**config.mk**
```make
export PLATFORM = sky130hd
export DESIGN_NAME = mem_bus_arbiter_flat
export DESIGN_NICKNAME = d
export VERILOG_FILES = /design/src/rtl/mem_bus_arbiter_if.sv /design/src/rtl/mem_bus_arbiter.sv /design/src/flat_wrapper.sv
export SDC_FILE = /design/constraint.sdc
export NUM_CORES = 1
export LEC_CHECK = 0
export ABC_AREA = 1
export CAP_MARGIN = 40
export CELL_PAD_IN_SITES_DETAIL_PLACEMENT = 0
export CELL_PAD_IN_SITES_GLOBAL_PLACEMENT = 1
export CORE_MARGIN = 2
export CORE_UTILIZATION = 30
export DETAILED_ROUTE_END_ITERATION = 10
export HOLD_SLACK_MARGIN = 0.03
export PLACE_DENSITY_LB_ADDON = 0.1
export SLEW_MARGIN = 20
export SYNTH_ARGS = -nofsm -noshare
export SYNTH_HDL_FRONTEND = slang
export SYNTH_SLANG_ARGS = --single-unit
```
**constraint.sdc**
```tcl
create_clock -name clk -period 2.1 [get_ports clk]
set_input_delay 0.21 -clock clk [delete_from_list [all_inputs] [get_ports clk]]
set_output_delay 0.21 -clock clk [all_outputs]
set_load 0.05 [all_outputs]
```
**src/rtl/mem_bus_arbiter_if.sv**
```systemverilog
// ---------------------------------------------------------------------------
// mem_bus_arbiter_if
//   Bundles the fetch requester, data requester and memory-port signals of
//   mem_bus_arbiter.
//
//   slave  modport : arbiter side. It takes the requests and memory read data,
//                    and drives the completions and the memory port.
//   master modport : requester/memory side. It is the mirror image of slave.
//
//   Fetch  : if_req, if_addr -> if_ready, if_rdata
//   Data   : d_req, d_we, d_size, d_addr, d_wdata -> d_ready, d_rdata, d_fault
//   Memory : mem_w_en, mem_addr, mem_w_data -> mem_r_data (combinational read)
// ---------------------------------------------------------------------------
interface mem_bus_arbiter_if;
    logic        if_req;
    logic [31:0] if_addr;
    logic        if_ready;
    logic [31:0] if_rdata;

    logic        d_req;
    logic        d_we;
    logic [1:0]  d_size;
    logic [31:0] d_addr;
    logic [31:0] d_wdata;
    logic        d_ready;
    logic [31:0] d_rdata;
    logic        d_fault;

    logic        mem_w_en;
    logic [31:0] mem_addr;
    logic [31:0] mem_w_data;
    logic [31:0] mem_r_data;

    modport slave (
        input  if_req, if_addr,
        input  d_req, d_we, d_size, d_addr, d_wdata,
        input  mem_r_data,
        output if_ready, if_rdata,
        output d_ready, d_rdata, d_fault,
        output mem_w_en, mem_addr, mem_w_data
    );

    modport master (
        output if_req, if_addr,
        output d_req, d_we, d_size, d_addr, d_wdata,
        output mem_r_data,
        input  if_ready, if_rdata,
        input  d_ready, d_rdata, d_fault,
        input  mem_w_en, mem_addr, mem_w_data
    );
endinterface

```
**src/rtl/mem_bus_arbiter.sv**
```systemverilog
// ---------------------------------------------------------------------------
// mem_bus_arbiter
//   Shares one 32-bit, byte-addressed, word-wide memory port between the
//   instruction-fetch requester and the load/store requester. Data accesses
//   win contested cycles. After STARVE_LIMIT consecutive data grants made
//   while fetch was waiting, the next contested grant goes to fetch.
//   Byte and halfword stores are done as a read-modify-write of the whole
//   word. Misaligned, invalid-size and out-of-range data accesses complete
//   with d_fault and never touch memory.
//
// Ports
//   clk    : system clock, rising edge
//   rst_n  : asynchronous active-low reset
//   bus    : mem_bus_arbiter_if.slave. It carries the fetch port
//            (if_req/if_addr/if_ready/if_rdata), the data port
//            (d_req/d_we/d_size/d_addr/d_wdata/d_ready/d_rdata/d_fault) and
//            the memory port (mem_w_en/mem_addr/mem_w_data/mem_r_data).
// ---------------------------------------------------------------------------
module mem_bus_arbiter #(
    parameter int unsigned STARVE_LIMIT = 4,
    parameter logic [31:0] ADDR_MAX     = 32'h0003_FFFD
) (
    input  logic              clk,
    input  logic              rst_n,
    mem_bus_arbiter_if.slave  bus
);

    localparam int CNT_W = (STARVE_LIMIT < 1) ? 1 : $clog2(STARVE_LIMIT + 1);
    localparam logic [CNT_W-1:0] LIMIT = CNT_W'(STARVE_LIMIT);

    typedef enum logic [2:0] {
        IDLE,
        ACCESS,
        RMW_RD,
        RMW_WR,
        DONE
    } state_t;

    state_t           state_q,     state_d;
    logic             is_data_q,   is_data_d;   // granted requester: 1 = data
    logic             we_q,        we_d;
    logic [1:0]       size_q,      size_d;
    logic [1:0]       off_q,       off_d;       // byte offset within the word
    logic [31:0]      wdata_q,     wdata_d;
    logic [31:0]      buf_q,       buf_d;       // RMW merge buffer
    logic [31:0]      mem_addr_q,  mem_addr_d;
    logic [31:0]      if_rdata_q,  if_rdata_d;
    logic [31:0]      d_rdata_q,   d_rdata_d;
    logic             d_fault_q,   d_fault_d;
    logic [CNT_W-1:0] starve_q,    starve_d;

    logic             if_ready;
    logic             d_ready;
    logic             mem_w_en;
    logic [31:0]      mem_w_data;

    logic             grant_f;
    logic             grant_d;
    logic             d_bad;
    logic [32:0]      d_top;
    logic [31:0]      ld_data;
    logic [31:0]      merged;

    // Last byte address of the word holding d_addr, one bit wider so a word
    // at the very top of the address space cannot wrap past the limit test.
    assign d_top = {1'b0, bus.d_addr[31:2], 2'b00} + 33'd3;

    always_comb begin
        d_bad = 1'b0;
        if (bus.d_size == 2'b11)                          d_bad = 1'b1;
        if (bus.d_size == 2'b01 && bus.d_addr[0])         d_bad = 1'b1;
        if (bus.d_size == 2'b10 && bus.d_addr[1:0] != 0)  d_bad = 1'b1;
        if (d_top > {1'b0, ADDR_MAX})                     d_bad = 1'b1;
    end

    // Load lane select: pick the addressed byte/halfword, zero-extended.
    always_comb begin
        ld_data = bus.mem_r_data;
        case (size_q)
            2'b00: begin
                case (off_q)
                    2'd0:    ld_data = {24'd0, bus.mem_r_data[7:0]};
                    2'd1:    ld_data = {24'd0, bus.mem_r_data[15:8]};
                    2'd2:    ld_data = {24'd0, bus.mem_r_data[23:16]};
                    default: ld_data = {24'd0, bus.mem_r_data[31:24]};
                endcase
            end
            2'b01: begin
                if (off_q[1]) ld_data = {16'd0, bus.mem_r_data[31:16]};
                else          ld_data = {16'd0, bus.mem_r_data[15:0]};
            end
            default: ld_data = bus.mem_r_data;
        endcase
    end

    // Store merge: replace only the addressed lane(s) of the read-back word.
    always_comb begin
        merged = buf_q;
        if (size_q == 2'b00) begin
            case (off_q)
                2'd0:    merged[7:0]   = wdata_q[7:0];
                2'd1:    merged[15:8]  = wdata_q[7:0];
                2'd2:    merged[23:16] = wdata_q[7:0];
                default: merged[31:24] = wdata_q[7:0];
            endcase
        end else begin
            if (off_q[1]) merged[31:16] = wdata_q[15:0];
            else          merged[15:0]  = wdata_q[15:0];
        end
    end

    // Arbitration: data wins unless fetch has been passed over LIMIT times.
    assign grant_f = bus.if_req && (!bus.d_req || starve_q == LIMIT);
    assign grant_d = bus.d_req && !grant_f;

    always_comb begin
        state_d    = state_q;
        is_data_d  = is_data_q;
        we_d       = we_q;
        size_d     = size_q;
        off_d      = off_q;
        wdata_d    = wdata_q;
        buf_d      = buf_q;
        mem_addr_d = mem_addr_q;
        if_rdata_d = if_rdata_q;
        d_rdata_d  = d_rdata_q;
        d_fault_d  = d_fault_q;
        starve_d   = starve_q;
        if_ready   = 1'b0;
        d_ready    = 1'b0;
        mem_w_en   = 1'b0;
        mem_w_data = 32'd0;

        case (state_q)
            IDLE: begin
                if (grant_f) begin
                    is_data_d  = 1'b0;
                    we_d       = 1'b0;
                    size_d     = 2'b10;
                    off_d      = bus.if_addr[1:0];
                    mem_addr_d = {bus.if_addr[31:2], 2'b00};
                    starve_d   = '0;
                    state_d    = ACCESS;
                end else if (grant_d) begin
                    is_data_d  = 1'b1;
                    we_d       = bus.d_we;
                    size_d     = bus.d_size;
                    off_d      = bus.d_addr[1:0];
                    wdata_d    = bus.d_wdata;
                    mem_addr_d = {bus.d_addr[31:2], 2'b00};
                    if (!bus.if_req)           starve_d = '0;
                    else if (starve_q != LIMIT) starve_d = starve_q + CNT_W'(1);
                    if (d_bad) begin
                        // Rejected accesses complete next cycle, no memory effect.
                        d_fault_d = 1'b1;
                        d_rdata_d = 32'd0;
                        state_d   = DONE;
                    end else if (bus.d_we && !bus.d_size[1]) begin
                        state_d   = RMW_RD;
                    end else begin
                        state_d   = ACCESS;
                    end
                end
            end

            ACCESS: begin
                if (is_data_q) begin
                    d_fault_d = 1'b0;
                    if (we_q) begin
                        mem_w_en   = 1'b1;
                        mem_w_data = wdata_q;
                        d_rdata_d  = 32'd0;
                    end else begin
                        d_rdata_d  = ld_data;
                    end
                end else begin
                    if_rdata_d = bus.mem_r_data;
                end
                state_d = DONE;
            end

            RMW_RD: begin
                buf_d   = bus.mem_r_data;
                state_d = RMW_WR;
            end

            RMW_WR: begin
                mem_w_en   = 1'b1;
                mem_w_data = merged;
                d_fault_d  = 1'b0;
                d_rdata_d  = 32'd0;
                state_d    = DONE;
            end

            DONE: begin
                if (is_data_q) d_ready  = 1'b1;
                else           if_ready = 1'b1;
                state_d = IDLE;
            end

            default: state_d = IDLE;
        endcase
    end

    always_ff @(posedge clk or negedge rst_n) begin
        if (!rst_n) begin
            state_q <= IDLE;
        end else begin
            state_q <= state_d;
        end
    end

    always_ff @(posedge clk or negedge rst_n) begin
        if (!rst_n) begin
            is_data_q  <= 1'b0;
            we_q       <= 1'b0;
            size_q     <= 2'b00;
            off_q      <= 2'b00;
            wdata_q    <= 32'd0;
            buf_q      <= 32'd0;
            mem_addr_q <= 32'd0;
            if_rdata_q <= 32'd0;
            d_rdata_q  <= 32'd0;
            d_fault_q  <= 1'b0;
            starve_q   <= '0;
        end else begin
            is_data_q  <= is_data_d;
            we_q       <= we_d;
            size_q     <= size_d;
            off_q      <= off_d;
            wdata_q    <= wdata_d;
            buf_q      <= buf_d;
            mem_addr_q <= mem_addr_d;
            if_rdata_q <= if_rdata_d;
            d_rdata_q  <= d_rdata_d;
            d_fault_q  <= d_fault_d;
            starve_q   <= starve_d;
        end
    end

    // Ready and write enable decode straight from state_q, so an asserted
    // reset removes them immediately rather than at the next edge.
    assign bus.if_ready   = if_ready;
    assign bus.if_rdata   = if_rdata_q;
    assign bus.d_ready    = d_ready;
    assign bus.d_rdata    = d_rdata_q;
    assign bus.d_fault    = d_fault_q;
    assign bus.mem_w_en   = mem_w_en;
    assign bus.mem_addr   = mem_addr_q;
    assign bus.mem_w_data = mem_w_data;

endmodule
```
**src/flat_wrapper.sv**
```systemverilog
// flat-port wrapper written by rule: the top's interface ports become plain ports
module mem_bus_arbiter_flat 
#(
    parameter int unsigned STARVE_LIMIT = 4,
    parameter logic [31:0] ADDR_MAX     = 32'h0003_FFFD
)
  (clk, rst_n, bus_if_req, bus_if_addr, bus_d_req, bus_d_we, bus_d_size, bus_d_addr, bus_d_wdata, bus_mem_r_data, bus_if_ready, bus_if_rdata, bus_d_ready, bus_d_rdata, bus_d_fault, bus_mem_w_en, bus_mem_addr, bus_mem_w_data);
  mem_bus_arbiter_if bus_i ();
  input  logic clk;
  input  logic rst_n;
  input wire logic [$bits(bus_i.if_req)-1:0] bus_if_req;
  input wire logic [$bits(bus_i.if_addr)-1:0] bus_if_addr;
  input wire logic [$bits(bus_i.d_req)-1:0] bus_d_req;
  input wire logic [$bits(bus_i.d_we)-1:0] bus_d_we;
  input wire logic [$bits(bus_i.d_size)-1:0] bus_d_size;
  input wire logic [$bits(bus_i.d_addr)-1:0] bus_d_addr;
  input wire logic [$bits(bus_i.d_wdata)-1:0] bus_d_wdata;
  input wire logic [$bits(bus_i.mem_r_data)-1:0] bus_mem_r_data;
  output wire logic [$bits(bus_i.if_ready)-1:0] bus_if_ready;
  output wire logic [$bits(bus_i.if_rdata)-1:0] bus_if_rdata;
  output wire logic [$bits(bus_i.d_ready)-1:0] bus_d_ready;
  output wire logic [$bits(bus_i.d_rdata)-1:0] bus_d_rdata;
  output wire logic [$bits(bus_i.d_fault)-1:0] bus_d_fault;
  output wire logic [$bits(bus_i.mem_w_en)-1:0] bus_mem_w_en;
  output wire logic [$bits(bus_i.mem_addr)-1:0] bus_mem_addr;
  output wire logic [$bits(bus_i.mem_w_data)-1:0] bus_mem_w_data;
  assign bus_i.if_req = bus_if_req;
  assign bus_i.if_addr = bus_if_addr;
  assign bus_i.d_req = bus_d_req;
  assign bus_i.d_we = bus_d_we;
  assign bus_i.d_size = bus_d_size;
  assign bus_i.d_addr = bus_d_addr;
  assign bus_i.d_wdata = bus_d_wdata;
  assign bus_i.mem_r_data = bus_mem_r_data;
  assign bus_if_ready = bus_i.if_ready;
  assign bus_if_rdata = bus_i.if_rdata;
  assign bus_d_ready = bus_i.d_ready;
  assign bus_d_rdata = bus_i.d_rdata;
  assign bus_d_fault = bus_i.d_fault;
  assign bus_mem_w_en = bus_i.mem_w_en;
  assign bus_mem_addr = bus_i.mem_addr;
  assign bus_mem_w_data = bus_i.mem_w_data;
  mem_bus_arbiter #(.STARVE_LIMIT(STARVE_LIMIT), .ADDR_MAX(ADDR_MAX)) u_core (.clk(clk), .rst_n(rst_n), .bus(bus_i));
endmodule
```
==> flow_metrics.env, run 1 <==
export IMPL_skew_ns=0.0111
export IMPL_rsz0062_at_grt="yes"
export IMPL_track_usage_pct=22.1
export IMPL_dr_pass1_iters=5
export IMPL_power_density_nw_per_um2=1320
export IMPL_die_h_um=173
export IMPL_r2r_start="u_core.starve_q[0]"
export IMPL_startpoint_type="flop"
export IMPL_num_rows=61
export IMPL_muxShareOfSynthArea_pct=0
export IMPL_ys_warn_count=0
export IMPL_drcViolationCount=0
export IMPL_worstPathArrival_ns=2.01
export IMPL_maxCapViolCount=0
export IMPL_slew_headroom_pct=55.1
export IMPL_ioPinCount=267
export IMPL_viasPerCell=4.74
export IMPL_clkTransAtPathRegs_ns=0.07
export IMPL_dpl_cell_count=1749
export IMPL_slowest_delay_ns=0.41
export IMPL_synth_top_family_by_area="compound AO/OA/AOI/OAI gates"
export IMPL_grt_max_degree=69
export IMPL_leakagePower_nw=5.95
export IMPL_cp_data_required_time_ns=1.89
export IMPL_top_usage_layer="met2"
export IMPL_r2r_end="u_core.starve_q[2]"
export IMPL_final_net_count=1553
export IMPL_synth_distinct_cells=32
export IMPL_met1_usage_pct=29.8
export IMPL_synth_xor_area_share_pct=0
export IMPL_slowest_stage="dfrtp_1"
export IMPL_synth_ff_type="dfrtp_1"
export IMPL_cts_buffers=17
export IMPL_failed_checks="setup timing"
export IMPL_antenna_found_initial=0
export IMPL_report_final_slew_viol_count=0
export IMPL_syn2layout_area_growth_pct=58.5
export IMPL_met3_usage_pct=5.56
export IMPL_crit_end="bus_mem_w_data[3]"
export IMPL_fp_coreArea_sq_um=27900
export IMPL_syn_instance_count=1129
export IMPL_synthSimpleGateAreaFrac_pct=19.8
export IMPL_synth_adder_area_share_pct=0.293
export IMPL_cts_sinks=171
export IMPL_instances_no_fill=1807
export IMPL_cp_depth=8
export IMPL_io_buffers=264
export IMPL_crit_path_start="u_core.size_q[1]"
export IMPL_routedWlPerCell_um=18.2
export IMPL_ys_async_sr_fraction_pct=100
export IMPL_vias=8560
export IMPL_drtIter0Drc=546
export IMPL_dieArea_sq_um=29900
export IMPL_cts_htree_levels=4
export IMPL_ant_nets=0
export IMPL_worst_r2r_cell_count=10
export IMPL_max_freq_ghz=0.450
export IMPL_synth_seq_cells=171
export IMPL_cts_root_buf="clkbuf_16"
export IMPL_setup_violations=26
export IMPL_grt_pass1_vias=8665
export IMPL_dp_hpwl_um=23900
export IMPL_grt_pass1_wl_um=51200
export IMPL_period_share_pct=106
export IMPL_layout_min_cycle_time_ns=2.22
export IMPL_gp_congestion=0.854
export IMPL_critical_path_top_delay_family="buffers and inverters"
export IMPL_overflow=0
export IMPL_path_cells="nor2_4 > buf_4 > buf_6 > bufbuf_16 > o21ai_1 > nand2_1 > o21ai_2 > buf_12"
export IMPL_synth_compound_area_share_pct=22.3
export IMPL_rrSetupSlack_ns=0.24
export IMPL_synth_edff_count=0
export IMPL_outcome="complete, but fails checks"
export IMPL_die_x_um=173
export IMPL_synth_avg_cell_area_sq_um=7.57
export IMPL_crit_buf_inv=4
export IMPL_use_met2_pct=36.2
export IMPL_hp_class="in2async"
export IMPL_diodes=0
export IMPL_cp_end_kind="output port"
export IMPL_crit_fanout=15
export IMPL_finalHoldViolations=0
export IMPL_tightest_slew_ns=0.670
export IMPL_initial_core_util_pct=30.6
export IMPL_cts_tree="yes"
export IMPL_wl_um=33000
export IMPL_tns_ns=-1.77
export IMPL_ys_seq_area_share_pct=50.1
export IMPL_final_layout_size_suffix_gt1_share_pct=15.9
export IMPL_syn_area_sq_um=8550
export IMPL_layout_setup_ws_ns=-0.124
export IMPL_clk_latency_ns=0.43
export IMPL_cts_path_max_buffers=2
export IMPL_vdd_drop_max_mv=0.761
export IMPL_critPathKind="reg2out"
==> what timing repair did <==
item / in CTS / in global routing
hold buffers: 1 / 0
setup endpoints to repair: 33 / 33
buffers inserted: 13 / 6
pin swaps: 14 / 9
gates cloned: 7 / 0
gates resized for setup: 127 / 38
endpoints found under the hold margin: 41 / 0
==> stage by stage <==
stage                     total power, W  area, sq um  worst slack, ns  utilization, %  hold slack, ns
after floorplan                   0.0105         8600           -0.215               -         -0.0856
after global placement            0.0137        12200            0.120            43.6           0.200
after detailed placement          0.0137        12200           0.0983            43.6           0.194
after CTS                         0.0177        13400          -0.0803            48.0           0.309
after global routing              0.0189        13500           -0.215            48.5           0.322
final                             0.0178        13500           -0.124            48.5           0.293
==> flip-flops by register name, indices dropped and copies added (netlist names) <==
register,count
u_core.buf_q,32
u_core.bus.d_rdata,32
u_core.bus.if_rdata,32
u_core.wdata_q,32
u_core.bus.mem_addr,30
u_core.starve_q,3
u_core.state_q,3
u_core.off_q,2
u_core.size_q,2
u_core.bus.d_fault,1
u_core.is_data_q,1
u_core.we_q,1
==> report_power, final <==
part / total, W / switching, W / internal [W]
clock: 0.00325 / 0.00142 / 0.00183
sequential: 0.00505 / 0.000689 / 0.00436
combinational: 0.00952 / 0.00634 / 0.00318
total: 0.0178 / 0.00844 / 0.00937
==> cell usage after synthesis (2+ instances only) <==
cell type / instances / share of area [%]
inv_1: 88 / 3.9
o21ai_0: 277 / 16
nand2_2: 4 / 0.29
a21oi_1: 47 / 2.8
inv_2: 2 / 0.088
o22ai_1: 8 / 0.59
buf_6: 3 / 0.40
buf_1: 4 / 0.18
nor2_1: 83 / 3.6
nand2_1: 313 / 14
o21ai_1: 21 / 1.2
nor2_2: 2 / 0.15
ha_1: 2 / 0.29
nor3_1: 2 / 0.12
dfrtp_1: 171 / 50
nand3_1: 18 / 1.1
nor2_4: 2 / 0.26
clkbuf_1: 45 / 2.0
buf_2: 10 / 0.59
o21ai_2: 5 / 0.51
buf_4: 4 / 0.35
o211ai_1: 8 / 0.70
==> worst reg2reg max path: stages (launching register included) <==
cell,delay [ns]
dfrtp_1,0.36
inv_1,0.07
ha_1,0.19
nand2_1,0.06
nand2_1,0.04
nand2_1,0.11
inv_1,0.20
nor2_4,0.17
buf_12,0.24
inv_1,0.13
o21ai_0,0.19
==> worst min-delay path by stage <==
stage	start	to	slack, ns
after floorplan	rst_n	u_core.buf_q[0]	-0.09
after global placement	rst_n	u_core.wdata_q[19]	0.20
after detailed placement	rst_n	u_core.wdata_q[19]	0.19
after CTS	rst_n	u_core.wdata_q[19]	0.31
after global routing	rst_n	u_core.wdata_q[19]	0.32
final	rst_n	u_core.wdata_q[19]	0.29
==> routing by layer <==
| metal | up-vias | part of all wire [%] |
|---|---|---|
| met1 | 4019 | 46 |
| met3 | 20 | 5.9 |
| li1 | 4261 | - |
| met2 | 260 | 47 |
| met5 | - | 0 |
| met4 | 0 | 1.2 |
==> cells by family after synthesis <==
kind of cell / after synthesis
AO/OA/AOI/OAI: 369
adder cells (fa/ha/maj): 2
buffers and inverters: 158
flip-flops: 171
other: 1
AND/OR/NAND/NOR: 428
==> layout by cell type, fill, tap and decap left out, drive strengths merged, types with 7 or more instances in the layout <==
cell / synthesis / layout
clkinv: 1 / 7
clkdlybuf4s50: 0 / 228
nand2: 317 / 317
o211ai: 8 / 8
o22ai: 8 / 8
dfrtp: 171 / 171
nor2: 87 / 87
a21oi: 47 / 47
inv: 90 / 92
buf: 21 / 104
o21ai: 303 / 303
clkbuf: 46 / 20
nand3: 19 / 19
==> final cells by class <==
cell class / count / area (sq um)
fillers: 2806 / 14400
clock inverters: 12 / 139
repair buffers: 334 / 3790
well taps: 378 / 473
multi-input cells: 801 / 4060
inverters: 91 / 345
clock buffers: 20 / 457
flip-flops and latches: 171 / 4280
Note: power is estimated with default switching activity, not from simulation.
==> run 2, diff against run 1 <==
--- a/config.mk
+++ b/config.mk
@@ -6,7 +6,7 @@
 export NUM_CORES = 1
 export LEC_CHECK = 0
 export ABC_AREA = 1
-export CAP_MARGIN = 40
+export CAP_MARGIN = 20
 export CELL_PAD_IN_SITES_DETAIL_PLACEMENT = 0
 export CELL_PAD_IN_SITES_GLOBAL_PLACEMENT = 1
 export CORE_MARGIN = 2
==> results of run 2 <==
No change in the layout: final DEF, timing and power equal those of run 1.
==> run 3, diff against run 2 <==
--- a/config.mk
+++ b/config.mk
@@ -12,8 +12,7 @@
 export CORE_MARGIN = 2
 export CORE_UTILIZATION = 30
 export DETAILED_ROUTE_END_ITERATION = 10
-export HOLD_SLACK_MARGIN = 0.03
-export PLACE_DENSITY_LB_ADDON = 0.1
+export PLACE_DENSITY = 0.82
 export SLEW_MARGIN = 20
 export SYNTH_ARGS = -nofsm -noshare
 export SYNTH_HDL_FRONTEND = slang
==> constraint.sdc (replaced) <==
create_clock -name clk -period 2.83 [get_ports clk]
set_input_delay 0.283 -clock clk [delete_from_list [all_inputs] [get_ports clk]]
set_output_delay 0.283 -clock clk [all_outputs]
set_load 0.05 [all_outputs]
==> run 3 against run 2 <==
  * Sequential power shrank 27%
  * Clock-buffer cell count fell by 2
  * Hold slack better by 0.096 ns
  * Design area shrank 7.3%
  * Largest cell class unchanged
  * Core utilization shrank 3.5 points
  * Final cell count fell by 2.4%
  * Power fell by 31%
  * Global-route usage down 1.8 points
  * Flip-flop and latch count unchanged
  * Clock skew decreased by 0.0016 ns
  * The run now ends clean
==> flow_metrics.env, run 3 (synthesis results as in run 1) <==
export IMPL_dr_pass1_iters=6
export IMPL_fp_coreArea_sq_um=27900
export IMPL_cp_data_required_time_ns=2.55
export IMPL_critPathKind="reg2out"
export IMPL_dieArea_sq_um=29900
export IMPL_dp_hpwl_um=22900
export IMPL_die_x_um=173
export IMPL_rsz0062_at_grt="no"
export IMPL_dpl_cell_count=1730
export IMPL_setup_violations=0
export IMPL_antenna_found_initial=0
export IMPL_top_usage_layer="met2"
export IMPL_r2r_end="u_core.wdata_q[6]"
export IMPL_num_rows=61
export IMPL_finalHoldViolations=0
export IMPL_cp_end_kind="output port"
export IMPL_viasPerCell=4.87
export IMPL_cts_path_max_buffers=2
export IMPL_report_final_slew_viol_count=0
export IMPL_drcViolationCount=0
export IMPL_crit_buf_inv=3
export IMPL_cts_root_buf="clkbuf_16"
export IMPL_final_area_sq_um=12600
export IMPL_path_cells="inv_2 > nand2_2 > nor2_2 > nand3_1 > buf_4 > o21ai_0 > buf_12"
export IMPL_utilization_pct=44.9
export IMPL_worstPathArrival_ns=2.36
export IMPL_slowest_delay_ns=0.43
export IMPL_layout_min_cycle_time_ns=2.64
export IMPL_ant_nets=0
export IMPL_startpoint_type="flop"
export IMPL_syn2layout_area_growth_pct=46.9
export IMPL_power_density_nw_per_um2=985
export IMPL_crit_end="bus_mem_w_data[30]"
export IMPL_use_met2_pct=35.2
export IMPL_mostFrequentLayoutCells="nand2_1 (312), o21ai_0 (277), clkdlybuf4s50_1 (230), dfrtp_1 (170), inv_1 (87)"
export IMPL_drtIter0Drc=760
export IMPL_outcome="completed"
export IMPL_clkTransAtPathRegs_ns=0.07
export IMPL_holdWs_ns=0.389
export IMPL_slew_headroom_pct=56.1
export IMPL_hp_class="in2async"
export IMPL_final_common_cell="nand2_1"
export IMPL_track_usage_pct=20.3
export IMPL_clk_latency_ns=0.44
export IMPL_place_area_sq_um=11900
export IMPL_crit_path_start="u_core.state_q[2]"
export IMPL_max_freq_ghz=0.378
export IMPL_period_share_pct=93.5
export IMPL_grt_pass1_wl_um=47600
export IMPL_cts_tree="yes"
export IMPL_ioPinCount=267
export IMPL_vdd_drop_max_mv=0.639
export IMPL_worst_r2r_cell_count=10
export IMPL_die_h_um=173
export IMPL_rrSetupSlack_ns=0.81
export IMPL_grt_pass1_vias=8420
export IMPL_cts_sinks=171
export IMPL_final_layout_size_suffix_gt1_share_pct=8.44
export IMPL_tightest_slew_ns=0.651
export IMPL_gp_congestion=0.860
export IMPL_r2r_start="u_core.starve_q[0]"
export IMPL_slowest_stage="dfrtp_1"
export IMPL_grt_max_degree=65
export IMPL_io_buffers=264
export IMPL_cp_depth=7
export IMPL_vias=8592
export IMPL_routedWlPerCell_um=17.3
export IMPL_met1_usage_pct=25.0
export IMPL_wl_um=30500
export IMPL_diodes=0
export IMPL_initial_core_util_pct=30.6
export IMPL_n_fill_cell=2860
export IMPL_leakagePower_nw=5.54
export IMPL_final_net_count=1511
export IMPL_skew_ns=0.00958
export IMPL_met3_usage_pct=6.05
export IMPL_cts_buffers=17
export IMPL_cts_htree_levels=4
export IMPL_overflow=0
export IMPL_instances_no_fill=1764
export IMPL_maxCapViolCount=0
export IMPL_crit_fanout=13
export IMPL_critical_path_top_delay_family="buffers and inverters"
export IMPL_tns_ns=0
## run 3: area by class of cell
class	instances	area (sq um)	share of cell area, %
flip-flops and latches	171	4280	34.1
clock inverters	13	133	1.06
multi-input cells	801	3660	29.1
inverters	91	345	2.75
well taps	378	473	3.77
clock buffers	18	439	3.50
repair buffers	292	3220	25.7
## run 3: stage by stage
step	total power [W]	setup slack [ns]
2_1_floorplan	0.00774	0.151
4_1_cts	0.0124	0.170
6_report	0.0124	0.185
3_3_place_gp	0.00995	0.552
5_1_grt	0.0131	0.0589
3_5_place_dp	0.00999	0.527
## run 3: timing repair
action | 4_1_cts | 5_1_grt
resized for setup | 0 | 3
buffers inserted | 0 | 2
setup endpoints to repair | 0 | 2
hold endpoints to repair | 54 | 0
hold buffers | 1 | 0
## run 3: worst register-to-register path, delay by kind of cell, from the launching register on
| family | cells | cell delay [ns] |
|---|---|---|
| AO/OA/AOI/OAI | 1 | 0.12 |
| buffers and inverters | 3 | 0.56 |
| AND/OR/NAND/NOR | 5 | 0.71 |
| adder cells (fa/ha/maj) | 1 | 0.19 |
| flip-flops | 1 | 0.35 |
## run 3: report_power, final
group          total (W)  internal [W]  switching (W)
Clock            0.00236       0.00126        0.00110
Sequential       0.00371       0.00323       0.000473
Combinational    0.00630       0.00195        0.00435
## run 3: worst min-delay path by stage
stage                               to   from  cells past startpoint  slack [ns]
2_1_floorplan          u_core.buf_q[0]  rst_n                      0       -0.01
3_3_place_gp   u_core.bus.mem_addr[25]  rst_n                      1        0.31
3_5_place_dp        u_core.starve_q[1]  rst_n                      1        0.31
4_1_cts             u_core.starve_q[1]  rst_n                      2        0.41
5_1_grt             u_core.starve_q[1]  rst_n                      2        0.42
6_report            u_core.starve_q[2]  rst_n                      2        0.39
## run 3: layer usage
| metal | vias to the layer above | part of all wire, % |
|---|---|---|
| met5 | - | 0 |
| met4 | 0 | 1.3 |
| met3 | 28 | 8.2 |
| met2 | 347 | 49 |
| met1 | 4046 | 41 |
| li1 | 4171 | - |
